File: src/rtl/mem_access_pkg.sv
// Shared definitions for the memory-access FIFO and its issue stage:
// default widths, issue FSM states and the wrap-safe timestamp compare.
package mem_access_pkg;

  localparam int ADDR_W = 5;
  localparam int DATA_W = 32;
  localparam int TIME_W = 16;

  typedef enum logic [1:0] {
    ST_IDLE,
    ST_BUSY,
    ST_FLUSH
  } issue_state_e;

  // Modular distance from a timestamp to now; small positive values mean "past due".
  function automatic logic [TIME_W-1:0] time_slack(input logic [TIME_W-1:0] now_t,
                                                   input logic [TIME_W-1:0] at_t);
    return now_t - at_t;
  endfunction

  // Due when now is at or after at_t, valid while the two are within half the time range.
  function automatic logic time_due(input logic [TIME_W-1:0] now_t,
                                    input logic [TIME_W-1:0] at_t);
    logic [TIME_W-1:0] d;
    d = time_slack(now_t, at_t);
    return ~d[TIME_W-1];
  endfunction

endpackage

File: src/rtl/lat_shift.sv
// Fixed-depth valid+tag delay line tracking reads in flight through the RAM.
// clear drops every valid bit in one edge; tags are don't-care without a valid.
module lat_shift #(
  parameter int DEPTH = 2,
  parameter int WIDTH = 16
) (
  input  logic             clk,
  input  logic             reset,
  input  logic             clear,
  input  logic             in_valid,
  input  logic [WIDTH-1:0] in_tag,
  output logic             out_valid,
  output logic [WIDTH-1:0] out_tag,
  output logic             busy_next
);

  localparam logic [DEPTH-1:0] LAST_STAGE = DEPTH'(1) << (DEPTH - 1);

  logic [DEPTH-1:0] valid_q;
  logic [WIDTH-1:0] tag_q [DEPTH];

  assign out_valid = valid_q[DEPTH-1];
  assign out_tag   = tag_q[DEPTH-1];
  // Something is still in flight after this edge: a new read or any stage short of the exit.
  assign busy_next = in_valid | (|(valid_q & ~LAST_STAGE));

  // NOTE: non-blocking assignments let every stage read its neighbour's old value on the same edge.
  always_ff @(posedge clk) begin
    if (reset) begin
      valid_q <= '0;
      // NOTE: the tag stages are a small register pipeline, so clearing them on reset is cheap and keeps outputs defined.
      for (int i = 0; i < DEPTH; i++) tag_q[i] <= '0;
    end else begin
      valid_q[0] <= in_valid & ~clear;
      tag_q[0]   <= in_tag;
      for (int i = 1; i < DEPTH; i++) begin
        valid_q[i] <= valid_q[i-1] & ~clear;
        tag_q[i]   <= tag_q[i-1];
      end
    end
  end

endmodule

File: src/rtl/mem_access_issue.sv
// Issue stage behind MemAccessFIFO: pops the head once its out-time is reached,
// reads the RAM and returns the data tagged with the entry's residence time.
module mem_access_issue #(
  parameter int ADDR_W  = mem_access_pkg::ADDR_W,
  parameter int DATA_W  = mem_access_pkg::DATA_W,
  parameter int TIME_W  = mem_access_pkg::TIME_W,
  parameter int RAM_LAT = 2,
  parameter int LATE_TH = 4
) (
  input  logic              clk,
  input  logic              reset,
  input  logic [TIME_W-1:0] count,
  input  logic              head_valid,
  input  logic [ADDR_W-1:0] RAM_Addr_i,
  input  logic [TIME_W-1:0] HeadOutTime,
  input  logic [TIME_W-1:0] HeadInTime,
  input  logic              stall_i,
  input  logic              flush_i,
  output logic              o,
  output logic              ram_en,
  output logic [ADDR_W-1:0] ram_addr,
  input  logic [DATA_W-1:0] ram_rdata,
  output logic [DATA_W-1:0] data_o,
  output logic              data_valid_o,
  output logic [TIME_W-1:0] resid_o,
  output logic              late_o,
  output logic [7:0]        late_cnt
);
  import mem_access_pkg::*;

  issue_state_e      state_q, state_d;
  logic [TIME_W-1:0] slack, resid, ret_tag;
  logic              due, issue, in_flush, clear, take, ret_valid, busy_next;

  assign in_flush = (state_q == ST_FLUSH);
  assign slack    = time_slack(count, HeadOutTime);
  // head_valid gates first so a garbage timestamp on an empty FIFO never pops.
  assign due      = head_valid & time_due(count, HeadOutTime);
  assign issue    = due & ~stall_i & ~flush_i & ~in_flush & ~reset;
  assign resid    = count - HeadInTime;

  assign o        = issue;
  assign ram_en   = issue;
  assign ram_addr = issue ? RAM_Addr_i : '0;
  assign late_o   = issue & (slack > TIME_W'(LATE_TH));

  assign clear    = flush_i | in_flush;
  assign take     = ret_valid & ~clear;

  lat_shift #(
    .DEPTH (RAM_LAT),
    .WIDTH (TIME_W)
  ) u_lat_shift (
    .clk       (clk),
    .reset     (reset),
    .clear     (clear),
    .in_valid  (issue),
    .in_tag    (resid),
    .out_valid (ret_valid),
    .out_tag   (ret_tag),
    .busy_next (busy_next)
  );

  always_comb begin
    // NOTE: assigning the default first covers every path, so no latch is inferred.
    state_d = state_q;
    if (flush_i) begin
      state_d = ST_FLUSH;
    end else begin
      case (state_q)
        ST_FLUSH: state_d = ST_IDLE;
        default:  state_d = busy_next ? ST_BUSY : ST_IDLE;
      endcase
    end
  end

  always_ff @(posedge clk) begin
    if (reset) begin
      state_q      <= ST_IDLE;
      data_o       <= '0;
      data_valid_o <= 1'b0;
      resid_o      <= '0;
      late_cnt     <= '0;
    end else begin
      state_q      <= state_d;
      data_valid_o <= take;
      if (take) begin
        data_o  <= ram_rdata;
        resid_o <= ret_tag;
      end
      if (late_o && late_cnt != 8'hFF) late_cnt <= late_cnt + 8'd1;
    end
  end

endmodule
File: config.mk
export PLATFORM = sky130hd
export DESIGN_NAME = mem_access_issue
export DESIGN_NICKNAME = d
export VERILOG_FILES = /design/src/rtl/mem_access_pkg.sv /design/src/rtl/lat_shift.sv /design/src/rtl/mem_access_issue.sv
export SDC_FILE = /design/constraint.sdc
export NUM_CORES = 1
export LEC_CHECK = 0
export ABC_CLOCK_PERIOD_IN_PS = 5400
export CORE_MARGIN = 2
export CORE_UTILIZATION = 40
export DETAILED_ROUTE_END_ITERATION = 12
export GPL_TIMING_DRIVEN = 1
export PLACE_DENSITY = 0.82
export SETUP_SLACK_MARGIN = 0.3
export SLEW_MARGIN = 20
export SYNTH_ARGS = -nofsm -noshare
export SYNTH_HDL_FRONTEND = slang
export SYNTH_HIERARCHICAL = 1
export SYNTH_SLANG_ARGS = --single-unit
File: constraint.sdc
create_clock -name clk -period 5.4 [get_ports clk]
set_input_delay 1.08 -clock clk [delete_from_list [all_inputs] [get_ports clk]]
set_output_delay 1.08 -clock clk [all_outputs]
set_load 0.01 [all_outputs]
==> run metrics <==
relative slew slack=about two fifths; Overflow after GRT=0; DRC=0; metal3 WL=around 590 µm; Avg Cell Area, Syn=roughly 8.3 µm²; worst slack, placed=-0.119 ns; Clock Sinks=just over 90; count leader, synth=nand2_1; total track usage=roughly 16%; H-tree depth=3; Sw Ratio=about a quarter; Die X=114 µm; final WL=10500 µm; GPL Wtd Cong=between 0.8 and 0.9; Hold Violations, Final=0; CTS tree=yes; WP data required=between 4 and 5 ns; # hold bufs at CTS=0; worst ir drop on vdd=roughly 0.00015 V; worst slew pin tran=between 0.9 and 1 ns; Routed wire per std cell=11.9 µm; post-synth top area share=38.8%; initial antenna violation count=0; combinational share of power=a little under a fifth; synthesized instance count=581; Psw=~0.38 mW; Async SR Flop Fraction=0%; status=finished clean; largest net degree at the start of global routing=94; worst setup path category=in -> out; syn nets=between 700 and 800; vias=4113; drt pass-1 iters=4; register area share after synthesis=38.8%; CP Data Arrival Time=roughly 4 ns; Diodes inserted=0; Tcrit/Tclk final=93.5%; synth warn=6; TritonCTS Buffers=9; hpwl dp=roughly 8000 µm; WL met1=approximately 4800 µm; Initial Util=40.5%; clock transition at the registers of the reported paths=roughly 0.060 ns; CP Capture Type=output pin; clock power share=35.9%; mapped cell area=roughly 4800 µm²; Core Util, Final=around 56%; met2 wire len=4910 µm; worst hold path type=reg -> reg; distinct cell type count of the synthesized netlist=61; antenna viol nets, final=0; vias in the first global route=about 3800; Post-synth EDFFs=0; PD cells=between 200 and 250 nW/µm²; Yosys reg bits=between 90 and 100; Area Growth Syn to Fin=39.4%; Core Rows=40; Reg2Reg Depth=11; Die Ht=~110 µm; Synth area leader=dfxtp_1; drt via density=approximately 4.7; Seq pwr share=between 40% and 50%; Top Ports=around 160; Leak Pwr=about 2.7 nW; clock root buffer=clkbuf_16; internal power consumption=1.18 mW; final period demand of the worst path=between 5 and 6 ns; full die area=between 10000 and 15000 µm²; Crit Path Max Fanout=3; DR iter-0 viols=213; Synth area leaders=dfxtp_1, nand2_1, ha_1; Pwr Total=between 1.5 and 2 mW; worst hold stages=2; # Max-Cap Violations=0; max-slew violation count=0; fin worst setup slack=about 0.35 ns; CP Launch Type=input pin; final setup vio count=0; first-pass GRT wire length=between 15000 and 20000 µm; Final nets=848; Worst Skew=0.0100 ns; clk_lat worst skew=about 0.33 ns; layout cells sized above 1=between 7 and 8%; Post-synth top flop=dfxtp_1; Core Region=roughly 12000 µm²; Clock Tree Buf Depth=2; port buffer count=~150; Max Freq=between 0.15 and 0.2 GHz; highest routed metal layer=met4; most frequent cells after synthesis=nand2_1, dfxtp_1, a21oi_1; unrepaired setup endpoints after global routing=true
==> what timing repair did <==
| action | 4_1_cts | 5_1_grt |
|---|---|---|
| endpoints found under the setup margin | 8 | 6 |
| gates resized for setup | 9 | 12 |
| setup buffers | 3 | 1 |
| pin swaps | 3 | 9 |
| gates cloned | 0 | 0 |
==> cells in the final DEF (no fill, tap or decap), drive strengths merged, types with 6 or more instances in the layout <==
cell type	count
nand2	112
clkbuf	12
ha	31
nand3	7
a21o	7
a21oi	65
clkdlybuf4s50	145
dfxtp	93
nor3	6
nor2b	39
inv	53
nor2	19
xnor2	15
buf	17
and2	12
o21ai	13
and3	6
==> stage by stage <==
stage	hold slack (ns)	instance area, µm²	TNS, ns	std cells
final	0.432	6690	0	877
after global routing	0.440	6690	0	877
after CTS	0.431	6680	0	876
after detailed placement	0.423	6390	-0.119	857
after global placement	0.422	6390	-0.0301	857
after floorplan	0.414	4800	0	581
==> critical path, cell delays in order <==
cell,delay (ns)
clkdlybuf4s50_1,0.48
ha_2,0.19
inv_1,0.05
fa_2,0.34
a21o_1,0.17
a31o_2,0.27
a31oi_4,0.20
a32oi_2,0.16
a31o_1,0.28
a311oi_2,0.34
nor4_4,0.07
a21oi_2,0.18
buf_2,0.16
==> state kept, by name (all words and copies together) (netlist names) <==
name / cells
data_o: 32
u_lat_shift/tag_q: 32
resid_o: 16
late_cnt: 8
state_q: 2
u_lat_shift/valid_q: 2
data_valid_o: 1
==> final cells by class <==
type | instances | area, µm²
clock inverter | 5 | 36.3
multi-input combinational | 400 | 2550
sequential | 93 | 1860
tap | 147 | 184
timing repair buffer | 169 | 1640
fill | 1078 | 5170
inverter | 52 | 195
clock buffer | 11 | 233
==> power by group through the flow <==
| stage | Clock [mW] | Sequential, mW | Combinational (mW) |
|---|---|---|---|
| finish | 0.562 | 0.717 | 0.287 |
| CTS | 0.580 | 0.717 | 0.285 |
| detailed placement | 0 | 0.732 | 0.283 |
| floorplan | 0 | 0.731 | 0.187 |
| global placement | 0 | 0.732 | 0.275 |
| global route | 0.609 | 0.719 | 0.317 |
==> per-layer routing <==
metal	vias up	global-route usage, %
li1	2195	-
met1	1783	19.7
met2	119	27.5
met3	16	2.18
met4	0	7.89
met5	-	0
==> logic make-up after synthesis <==
| family | share of synthesized area (%) |
|---|---|
| compound gates | 15.9 |
| xor+xnor | 3.65 |
| mux | 1.33 |
| buf+inv | 8.54 |
| flops | 38.8 |
| simple gates | 22.9 |
| fa+ha+maj | 8.91 |
==> path summary, 6_finish.rpt <==
path                              endpoint                                start  slack (ns)
setup / recovery                    late_o                       HeadOutTime[0]        0.35
hold / removal    resid_o[15]$_SDFFE_PP0P_  u_lat_shift/tag_q[0][31]$_SDFF_PP0_        0.43
setup reg to reg  late_cnt[5]$_SDFFE_PP0P_                state_q[0]$_SDFF_PP0_        3.28
hold reg to reg   resid_o[15]$_SDFFE_PP0P_  u_lat_shift/tag_q[0][31]$_SDFF_PP0_        0.43
Power figures use the tool's default switching activity.
